===== src/rtl/fc_ip_feeder.sv =====
// fc_ip_feeder: operand sequencer feeding the FC-layer MAC (bias, data/weight pairs, neuron done).
// Define FC_STALL_CNT_EN to add stall_cnt_o, a saturating count of stream-stall cycles.
module fc_ip_feeder #(
   parameter int FW    = 32,
   parameter int INN_W = 13,
   parameter int ONN_W = 13
) (
   input  logic             clk_i,
   input  logic             rstn_i,
   input  logic             start_i,
   input  logic [INN_W-1:0] inn_i,
   input  logic [ONN_W-1:0] onn_i,
   output logic             ibuf_rd_o,
   output logic [INN_W-1:0] ibuf_addr_o,
   input  logic [FW-1:0]    ibuf_data_i,
   input  logic [FW-1:0]    wt_data_i,
   input  logic             wt_valid_i,
   output logic             wt_ready_o,
   input  logic [FW-1:0]    bias_data_i,
   input  logic             bias_valid_i,
   output logic             bias_ready_o,
   output logic [FW-1:0]    ip_data_o,
   output logic             ip_data_valid_o,
   output logic             ip_weight_valid_o,
   output logic [FW-1:0]    ip_weight_o,
   output logic [FW-1:0]    ip_bias_o,
   output logic             ip_bias_valid_o,
   output logic             ip_oneuron_done_o,
   output logic             busy_o,
`ifdef FC_STALL_CNT_EN
   output logic [31:0]      stall_cnt_o,
`endif
   output logic             done_o
);

   typedef enum logic [2:0] {
      S_IDLE,
      S_BIAS,
      S_MAC,
      S_LAST,
      S_DONE,
      S_DRAIN
   } state_t;

   state_t           state_q, state_d;
   logic [INN_W-1:0] k_q, k_d;
   logic [ONN_W-1:0] n_q, n_d;
   logic [FW-1:0]    bias_q, bias_d;
   logic [FW-1:0]    weight_q, weight_d;
   logic             bias_vld_q, bias_vld_d;
   logic             op_vld_q, op_vld_d;
   logic             done_q, done_d;

   logic [INN_W-1:0] inn_last;
   logic [ONN_W-1:0] onn_last;
   logic             size_zero;

   assign inn_last  = inn_i - 1'b1;
   assign onn_last  = onn_i - 1'b1;
   assign size_zero = (inn_i == '0) || (onn_i == '0);

   always_comb begin
      state_d           = state_q;
      k_d               = k_q;
      n_d               = n_q;
      bias_d            = bias_q;
      weight_d          = weight_q;
      bias_vld_d        = 1'b0;
      op_vld_d          = 1'b0;
      done_d            = 1'b0;
      wt_ready_o        = 1'b0;
      bias_ready_o      = 1'b0;
      ibuf_rd_o         = 1'b0;
      ip_oneuron_done_o = 1'b0;

      case (state_q)
         S_IDLE: begin
            if (start_i) begin
               if (size_zero) begin
                  done_d = 1'b1;
               end else begin
                  n_d     = '0;
                  k_d     = '0;
                  state_d = S_BIAS;
               end
            end
         end

         S_BIAS: begin
            bias_ready_o = 1'b1;
            if (bias_valid_i) begin
               bias_d     = bias_data_i;
               bias_vld_d = 1'b1;
               state_d    = S_MAC;
            end
         end

         S_MAC: begin
            wt_ready_o = 1'b1;
            if (wt_valid_i) begin
               ibuf_rd_o = 1'b1;
               weight_d  = wt_data_i;
               op_vld_d  = 1'b1;
               if (k_q == inn_last) begin
                  state_d = S_LAST;
               end else begin
                  k_d = k_q + 1'b1;
               end
            end
         end

         S_LAST: begin
            state_d = S_DONE;
         end

         // done_o is registered here so it lands in the DRAIN cycle, like the zero-size pulse
         S_DONE: begin
            ip_oneuron_done_o = 1'b1;
            done_d            = (n_q == onn_last);
            state_d           = S_DRAIN;
         end

         S_DRAIN: begin
            if (n_q != onn_last) begin
               n_d     = n_q + 1'b1;
               k_d     = '0;
               state_d = S_BIAS;
            end else begin
               state_d = S_IDLE;
            end
         end

         default: begin
            state_d = S_IDLE;
         end
      endcase
   end

   always_ff @(posedge clk_i or negedge rstn_i) begin
      if (!rstn_i) begin
         state_q    <= S_IDLE;
         k_q        <= '0;
         n_q        <= '0;
         bias_q     <= '0;
         weight_q   <= '0;
         bias_vld_q <= 1'b0;
         op_vld_q   <= 1'b0;
         done_q     <= 1'b0;
      end else begin
         state_q    <= state_d;
         k_q        <= k_d;
         n_q        <= n_d;
         bias_q     <= bias_d;
         weight_q   <= weight_d;
         bias_vld_q <= bias_vld_d;
         op_vld_q   <= op_vld_d;
         done_q     <= done_d;
      end
   end

   assign ibuf_addr_o       = k_q;
   assign ip_data_o         = ibuf_data_i;
   assign ip_data_valid_o   = op_vld_q;
   assign ip_weight_valid_o = op_vld_q;
   assign ip_weight_o       = weight_q;
   assign ip_bias_o         = bias_q;
   assign ip_bias_valid_o   = bias_vld_q;
   assign busy_o            = (state_q != S_IDLE);
   assign done_o            = done_q;

`ifdef FC_STALL_CNT_EN
   logic [31:0] stall_cnt_q, stall_cnt_d;
   logic        stall_evt;

   assign stall_evt = ((state_q == S_MAC) && !wt_valid_i) ||
                      ((state_q == S_BIAS) && !bias_valid_i);

   always_comb begin
      stall_cnt_d = stall_cnt_q;
      if ((state_q == S_IDLE) && start_i) begin
         stall_cnt_d = '0;
      end else if (stall_evt && (stall_cnt_q != '1)) begin
         stall_cnt_d = stall_cnt_q + 32'd1;
      end
   end

   always_ff @(posedge clk_i or negedge rstn_i) begin
      if (!rstn_i) begin
         stall_cnt_q <= '0;
      end else begin
         stall_cnt_q <= stall_cnt_d;
      end
   end

   assign stall_cnt_o = stall_cnt_q;
`endif

endmodule

===== config.mk =====
export PLATFORM = sky130hd
export DESIGN_NAME = fc_ip_feeder
export DESIGN_NICKNAME = d
export VERILOG_FILES = /design/src/rtl/fc_ip_feeder.sv
export SDC_FILE = /design/constraint.sdc
export NUM_CORES = 1
export LEC_CHECK = 0
export ABC_AREA = 0
export BUFFER_PORTS_ARGS = -buffer_cell sky130_fd_sc_hd__buf_2
export CAP_MARGIN = 40
export CORE_MARGIN = 3
export CORE_UTILIZATION = 25
export DETAILED_ROUTE_END_ITERATION = 16
export PLACE_DENSITY_LB_ADDON = 0.15
export SLEW_MARGIN = 0
export SYNTH_ARGS = -nofsm -noshare
export SYNTH_HDL_FRONTEND = slang
export SYNTH_SLANG_ARGS = --single-unit

===== constraint.sdc =====
create_clock -name clk_i -period 6.4 [get_ports clk_i]
set_clock_uncertainty 0.2 [all_clocks]
set_input_delay 0.64 -clock clk_i [delete_from_list [all_inputs] [get_ports clk_i]]
set_output_delay 0.64 -clock clk_i [all_outputs]
set_load 0.02 [all_outputs]

==> flow_summary.yaml, run 1 <==
run_status:
  status: "completed"
clocking:
  numCtsBuffers: 9
  cts_tree: "yes"
  cts_hold_buffers: 0
  clock_latency_ns: 0.35
  cts-root-buf: "clkbuf_16"
  clock_sinks: 96
  cts.htree.levels: 3
  postCtsSetupBuffers: 0
  ctsResizeCount: 0
  clk_path_buf_depth: 2
  clkTransAtPathRegs_ns: 0.07
logic_synthesis:
  synthArstFlopShare_pct: 100
  avgSynthCellArea_sq_um: 10.6
  yosys_warnings: 0
  syn_nets: 635
  ys_seq_area_share_pct: 45.2
  syn_inst: 504
  ys_seq_elements: 96
  synth_edf_count: 0
  yosys_most_used_dff: "dfrtp_1"
  yosys.cell_types.count: 60
  syn_area_sq_um: 5320
routing:
  via_per_inst: 4.80
  via_count: 4399
  wl_um: 15000
  drt_iter0_drc: 150
  drc: 0
  avgRoutedWirePerCell_um: 16.4
  ant_nets: 0
  first_pass_iters: 4
setup_path:
  crit_type: "primary input to flip-flop"
  slowest_stage: "and4_1"
  cp.required_ns: 6.46
  reg2reg_depth: 7
  critical_path_arrival_ns: 3.73
  cp_cell_sequence: "buf_2, inv_1, ha_1, or3b_2, or4_1, o211ai_1, and4_1, and4_1, o22ai_1, o21ai_0"
  crit_fanout: 16
  r2r-start: "n_q[7]$_DFFE_PN0P_"
  critPathLaunchType: "primary input"
  reg2reg_to: "ibuf_addr_o[0]$_DFFE_PN0P_"
  worstSetupEndpointType: "flip-flop"
  cp_common_cell: "and4_1"
  rrSetupSlack_ns: 3.21
  cpPeakStageDelay_ns: 0.61
sta:
  relSlewSlack_pct: 47.0
  setup_slack_ns: 2.73
  worstMarginPinSlew_ns: 0.788
  final.period_utilization_pct: 57.4
  whs_ns: 0.0998
  fin_crit_ns: 3.67
  fmax_ghz: 0.272
  finalSetupViolations: 0
  grt_setup_unrepaired: "false"
  slew_violations: 0
  setup_tns_ns: 0
  finalHoldViolations: 0
flow_run:
  drv_cap: 0
grt:
  antenna_found_initial: 1
  grt_start_max_net_pins: 51
  grt_pass1_wl_um: 24100
  grt-ovfl-total: 0
  grt_usage_pct: 12.7
  grt_pass1_vias: 4737
die:
  core-area_sq_um: 20600
  die_area_sq_um: 23100
  io_pins: 245
  die_h_um: 152
  start_util_pct: 25.9
  die_w_um: 152
  num_rows: 52
place:
  dp_cells: 900
  pre_cts_ws_ns: 2.41
  hpwlAfterDp_um: 11400
  placed_cell_area_sq_um: 6250
  finalWeightedCongestion: 0.757
  io_buffers: 180
power:
  power_mw: 2.64
  vdd_drop_max_mv: 0.197
  p_per_area_nw_per_um2: 402
  power_leakage_nw: 2.99
cells_and_area:
  areaGrowthSynthToFinish_pct: 23.7
  instances_no_fill: 916
  fin_area_sq_um: 6580
  drive_above_1_share_pct: 42.4
  seq_area_sq_um: 2400
  n_antenna_cell: 0
  finalCoreUtilization_pct: 32.0
  multi_input_area_sq_um: 2480
  n_fill_cell: 2176
  nets: 772
hold_path:
  worst_hold_path_type: "primary input to async pin"
==> cells in the mapped netlist, types with 5 or more instances <==
| cell type | instances | area [sq um] |
|---|---|---|
| a21oi_1 | 19 | 95.1 |
| a31oi_1 | 13 | 81.3 |
| and3_1 | 10 | 62.6 |
| buf_1 | 5 | 18.8 |
| buf_4 | 34 | 255 |
| clkbuf_1 | 13 | 48.8 |
| dfrtp_1 | 96 | 2400 |
| inv_1 | 22 | 82.6 |
| mux2_2 | 64 | 721 |
| mux2i_1 | 6 | 60.1 |
| nand2_1 | 22 | 82.6 |
| nand2b_1 | 5 | 31.3 |
| nand3_1 | 18 | 90.1 |
| nand4_1 | 7 | 43.8 |
| nor2_1 | 14 | 52.6 |
| nor3_1 | 10 | 50.1 |
| nor4_1 | 6 | 37.5 |
| o21a_1 | 5 | 37.5 |
| o21ai_0 | 11 | 55.1 |
| o31ai_1 | 10 | 75.1 |
| or3_1 | 7 | 43.8 |
| or4_1 | 13 | 97.6 |
| xnor2_1 | 18 | 158 |
| xor2_1 | 9 | 78.8 |
==> cell usage in the layout, fill, tap and decap left out, drive strengths merged, types with 5 or more instances in the layout <==
cell type and instances:
buf 184, dfrtp 96, mux2 64, inv 26, nand2 22, a21oi 19
xnor2 18, nand3 18, nor2 14, or4 14, a31oi 13, o21ai 12
nor3 10, o31ai 10, and3 10, xor2 9, clkbuf 9, nand4 7
or3 7, nor4 7, mux2i 6, nand2b 5, o21a 5
==> state kept, by name (all words and copies together) (netlist names) <==
signal,flops
ip_bias_o,32
ip_weight_o,32
ibuf_addr_o,13
n_q,13
state_q,3
done_o,1
ip_bias_valid_o,1
ip_data_valid_o,1
==> cells by family after synthesis <==
family	Yosys count	synth area share, %
AND/OR/NAND/NOR	140	15.2
flip-flops	96	45.2
AO/OA/AOI/OAI	87	11.1
buffers and inverters	80	8.42
adder cells (fa/ha/maj)	4	0.941
multiplexers	70	14.7
XOR/XNOR	27	4.45
==> layout make-up <==
cell class                 count  share of cell area, %
inverter                      22                   1.25
clock inverter                 7                   1.65
timing repair buffer         184                   14.4
sequential                    96                   36.5
multi-input combinational    328                   37.6
clock buffer                   9                   3.42
tap                          270                   5.13
==> power by group <==
part	switching (mW)	internal, mW
logic	0.645	0.433
clock network	0.254	0.352
registers	0.128	0.831
total	1.03	1.62
==> metal layers <==
| layer | GRT usage, % | up-vias | wire length (um) |
|---|---|---|---|
| met1 | 14.7 | 2104 | 6280 |
| met5 | 0 | - | 17 |
| met3 | 4.92 | 43 | 1380 |
| li1 | - | 2084 | - |
| met4 | 5.57 | 2 | 367 |
| met2 | 20.8 | 166 | 6970 |
==> critical path, delay by kind of cell <==
kind,cells,cell delay (ns)
adder cells (fa/ha/maj),1,0.21
AND/OR/NAND/NOR,4,1.88
buffers and inverters,2,0.19
AO/OA/AOI/OAI,3,0.79
==> worst max path at each step <==
stage	from	slack (ns)	depth (start not counted)	endpoint
after floorplan	onn_i[3]	3.04	11	n_q[5]$_DFFE_PN0P_
after global placement	onn_i[3]	2.48	8	ibuf_addr_o[9]$_DFFE_PN0P_
after detailed placement	onn_i[0]	2.41	10	ibuf_addr_o[0]$_DFFE_PN0P_
after CTS	onn_i[0]	2.79	10	ibuf_addr_o[0]$_DFFE_PN0P_
after global routing	inn_i[0]	2.51	10	ibuf_addr_o[0]$_DFFE_PN0P_
final	onn_i[0]	2.73	10	ibuf_addr_o[0]$_DFFE_PN0P_
No activity file was read; power rests on OpenSTA's default activity.
==> run 2: changes to the inputs <==
--- a/config.mk
+++ b/config.mk
@@ -5,7 +5,7 @@
 export SDC_FILE = /design/constraint.sdc
 export NUM_CORES = 1
 export LEC_CHECK = 0
-export ABC_AREA = 0
+export ABC_AREA = 1
 export BUFFER_PORTS_ARGS = -buffer_cell sky130_fd_sc_hd__buf_2
 export CAP_MARGIN = 40
 export CORE_MARGIN = 3
==> constraint.sdc (replaced) <==
create_clock -name clk_i -period 3.2 [get_ports clk_i]
set_clock_uncertainty 0.2 [all_clocks]
set_input_delay 0.32 -clock clk_i [delete_from_list [all_inputs] [get_ports clk_i]]
set_output_delay 0.32 -clock clk_i [all_outputs]
set_load 0.02 [all_outputs]
==> flow_summary.yaml, run 2 <==
die:
  num_rows: 54
  die_h_um: 156
  io_pins: 245
  start_util_pct: 25.7
  core-area_sq_um: 22000
  die_area_sq_um: 24500
  die_w_um: 156
sta:
  finalHoldViolations: 0
  fin_crit_ns: 2.64
  finalSetupViolations: 0
  relSlewSlack_pct: 56.5
  final.period_utilization_pct: 82.6
  worstMarginPinSlew_ns: 0.653
  grt_setup_unrepaired: "false"
  slew_violations: 0
  setup_tns_ns: 0
  fmax_ghz: 0.378
logic_synthesis:
  synth_edf_count: 0
  syn_nets: 923
  yosysMostFrequentCell: "nand2_1"
  synth_top_area_cell: "dfrtp_1"
  synth.top_cell.area_share_pct: 42.5
  synthArstFlopShare_pct: 100
  ys_seq_area_share_pct: 42.5
  yosys_warnings: 0
  synth_area_leaders: "dfrtp_1 42%, nand2_1 24%, nor2_1 5.0%, nand3_1 4.9%, buf_4 4.5%"
  ys_seq_elements: 96
  avgSynthCellArea_sq_um: 7.14
  syn_area_sq_um: 5660
  syn_inst: 792
  yosys_most_used_dff: "dfrtp_1"
  synth_common_cells: "358 x nand2_1, 96 x dfrtp_1, 76 x nor2_1, 55 x nand3_1, 52 x inv_1"
  yosys.cell_types.count: 33
power:
  swShare_pct: 44.0
  power_leakage_nw: 4.05
  p_sw_mw: 2.25
  p_comb_share_pct: 42.6
  clkPwrFrac_pct: 20.9
  p_seq_share_pct: 36.5
  p_per_area_nw_per_um2: 677
  vdd_drop_max_mv: 0.326
  p_int_mw: 2.86
clocking:
  clock_sinks: 96
  numCtsBuffers: 9
  postCtsSetupBuffers: 0
  cts_hold_buffers: 65
  clk_path_buf_depth: 2
  ctsResizeCount: 0
  cts-root-buf: "clkbuf_16"
  cts.htree.levels: 3
  cts_tree: "yes"
  clock_latency_ns: 0.34
  clkTransAtPathRegs_ns: 0.07
cells_and_area:
  finalCoreUtilization_pct: 34.2
  mostFrequentLayoutCell: "nand2_1"
  mostFrequentLayoutCells: "358 x nand2_1, 179 x buf_2, 96 x dfrtp_1, 76 x nor2_1, 65 x dlygate4sd3_1"
  areaGrowthSynthToFinish_pct: 33.2
  drive_above_1_share_pct: 22.0
  seq_area_sq_um: 2400
  nets: 1127
  multi_input_area_sq_um: 2680
  n_fill_cell: 2393
  instances_no_fill: 1281
  n_antenna_cell: 0
grt:
  grt_usage_pct: 13.6
  grt-ovfl-total: 0
  grt_start_max_net_pins: 52
  grt_pass1_vias: 5405
  grt_pass1_wl_um: 27000
  antenna_found_initial: 0
place:
  hpwlAfterDp_um: 11900
  finalWeightedCongestion: 0.768
  io_buffers: 180
  dp_cells: 1200
routing:
  wl_um: 16300
  via_per_inst: 4.18
  avgRoutedWirePerCell_um: 12.7
  via_count: 5360
  first_pass_iters: 4
  drc: 0
  ant_nets: 0
  drt_iter0_drc: 256
setup_path:
  cpPeakStageDelay_ns: 0.41
  crit_fanout: 15
  critical_path_arrival_ns: 2.12
  crit_type: "flip-flop to output pin"
  critPathLaunchType: "flip-flop"
  cp_cell_sequence: "nor2_1, inv_1, nor2_1, inv_1, nor2_2, buf_2"
  cp.required_ns: 2.68
  slowest_stage: "dfrtp_1"
  worstSetupEndpointType: "output pin"
run_status:
  status: "completed"
hold_path:
  worst_hold_path_type: "primary input to flip-flop"
flow_run:
  drv_cap: 0
## run 2: cell type report
class,instances,area share [%]
clock buffers,9,2.99
clock inverters,7,0.847
inverters,54,2.69
multi-input cells,584,35.6
flip-flops and latches,96,31.9
well taps,280,4.65
repair buffers,251,21.4
## run 2: worst paths after layout
path                            slack [ns]                     endpoint                   startpoint  cells past startpoint
max in group asynchronous             1.75    ip_bias_o[28]$_DFFE_PN0P_                       rstn_i                      3
worst max-delay path                  0.56                    ibuf_rd_o       state_q[2]$_DFFE_PN0P_                      6
worst min register to register        0.27  ip_weight_o[16]$_DFFE_PN0P_  ip_weight_o[16]$_DFFE_PN0P_                      2
worst max register to register        0.86  ip_weight_o[21]$_DFFE_PN0P_       state_q[2]$_DFFE_PN0P_                      9
worst min-delay path                  0.05             done_o$_DFF_PN0_                      start_i                      3
min in group asynchronous             0.34   ibuf_addr_o[3]$_DFFE_PN0P_                       rstn_i                      2
## run 2: through the flow
step	total power [mW]	setup WS (ns)	area (sq um)	hold WS (ns)
global route	5.52	0.343	7540	0.0590
floorplan	3.32	1.08	5660	-0.176
detailed placement	4.03	0.720	6600	0.196
global placement	4.04	0.766	6600	0.198
CTS	5.20	0.473	7540	0.0271
finish	5.11	0.555	7540	0.0451
## run 2: logic make-up after synthesis
| group | after synthesis | synth area share [%] |
|---|---|---|
| adders and majority gates | 4 | 0.885 |
| xor gates and xnor gates | 43 | 6.66 |
| buffers and inverters | 112 | 10.2 |
| and+or+nand+nor | 527 | 38.9 |
| AOI/OAI and AO/OA | 10 | 0.995 |
| DFF | 96 | 42.5 |
## run 2: worst max-delay path: cells and delay by family, from the launching register on
family        cells  cell delay [ns]
buf+inv           3             0.60
flops             1             0.41
simple gates      3             0.76
## run 2: power by group through the flow
stage | logic [mW] | registers, mW | clock network (mW)
detailed placement | 2.17 | 1.87 | 0
finish | 2.17 | 1.86 | 1.07
global placement | 2.15 | 1.89 | 0
global route | 2.43 | 1.92 | 1.17
floorplan | 0.990 | 2.33 | 0
CTS | 2.22 | 1.87 | 1.11
## run 2: layer usage
metal  track usage, %  part of all wire (%)  up-vias
met3             3.15                   5.6       21
met2             22.3                    47      129
li1                 -                     -     2799
met5                0                     0        -
met4             4.59                   1.7        0
met1             17.7                    46     2411
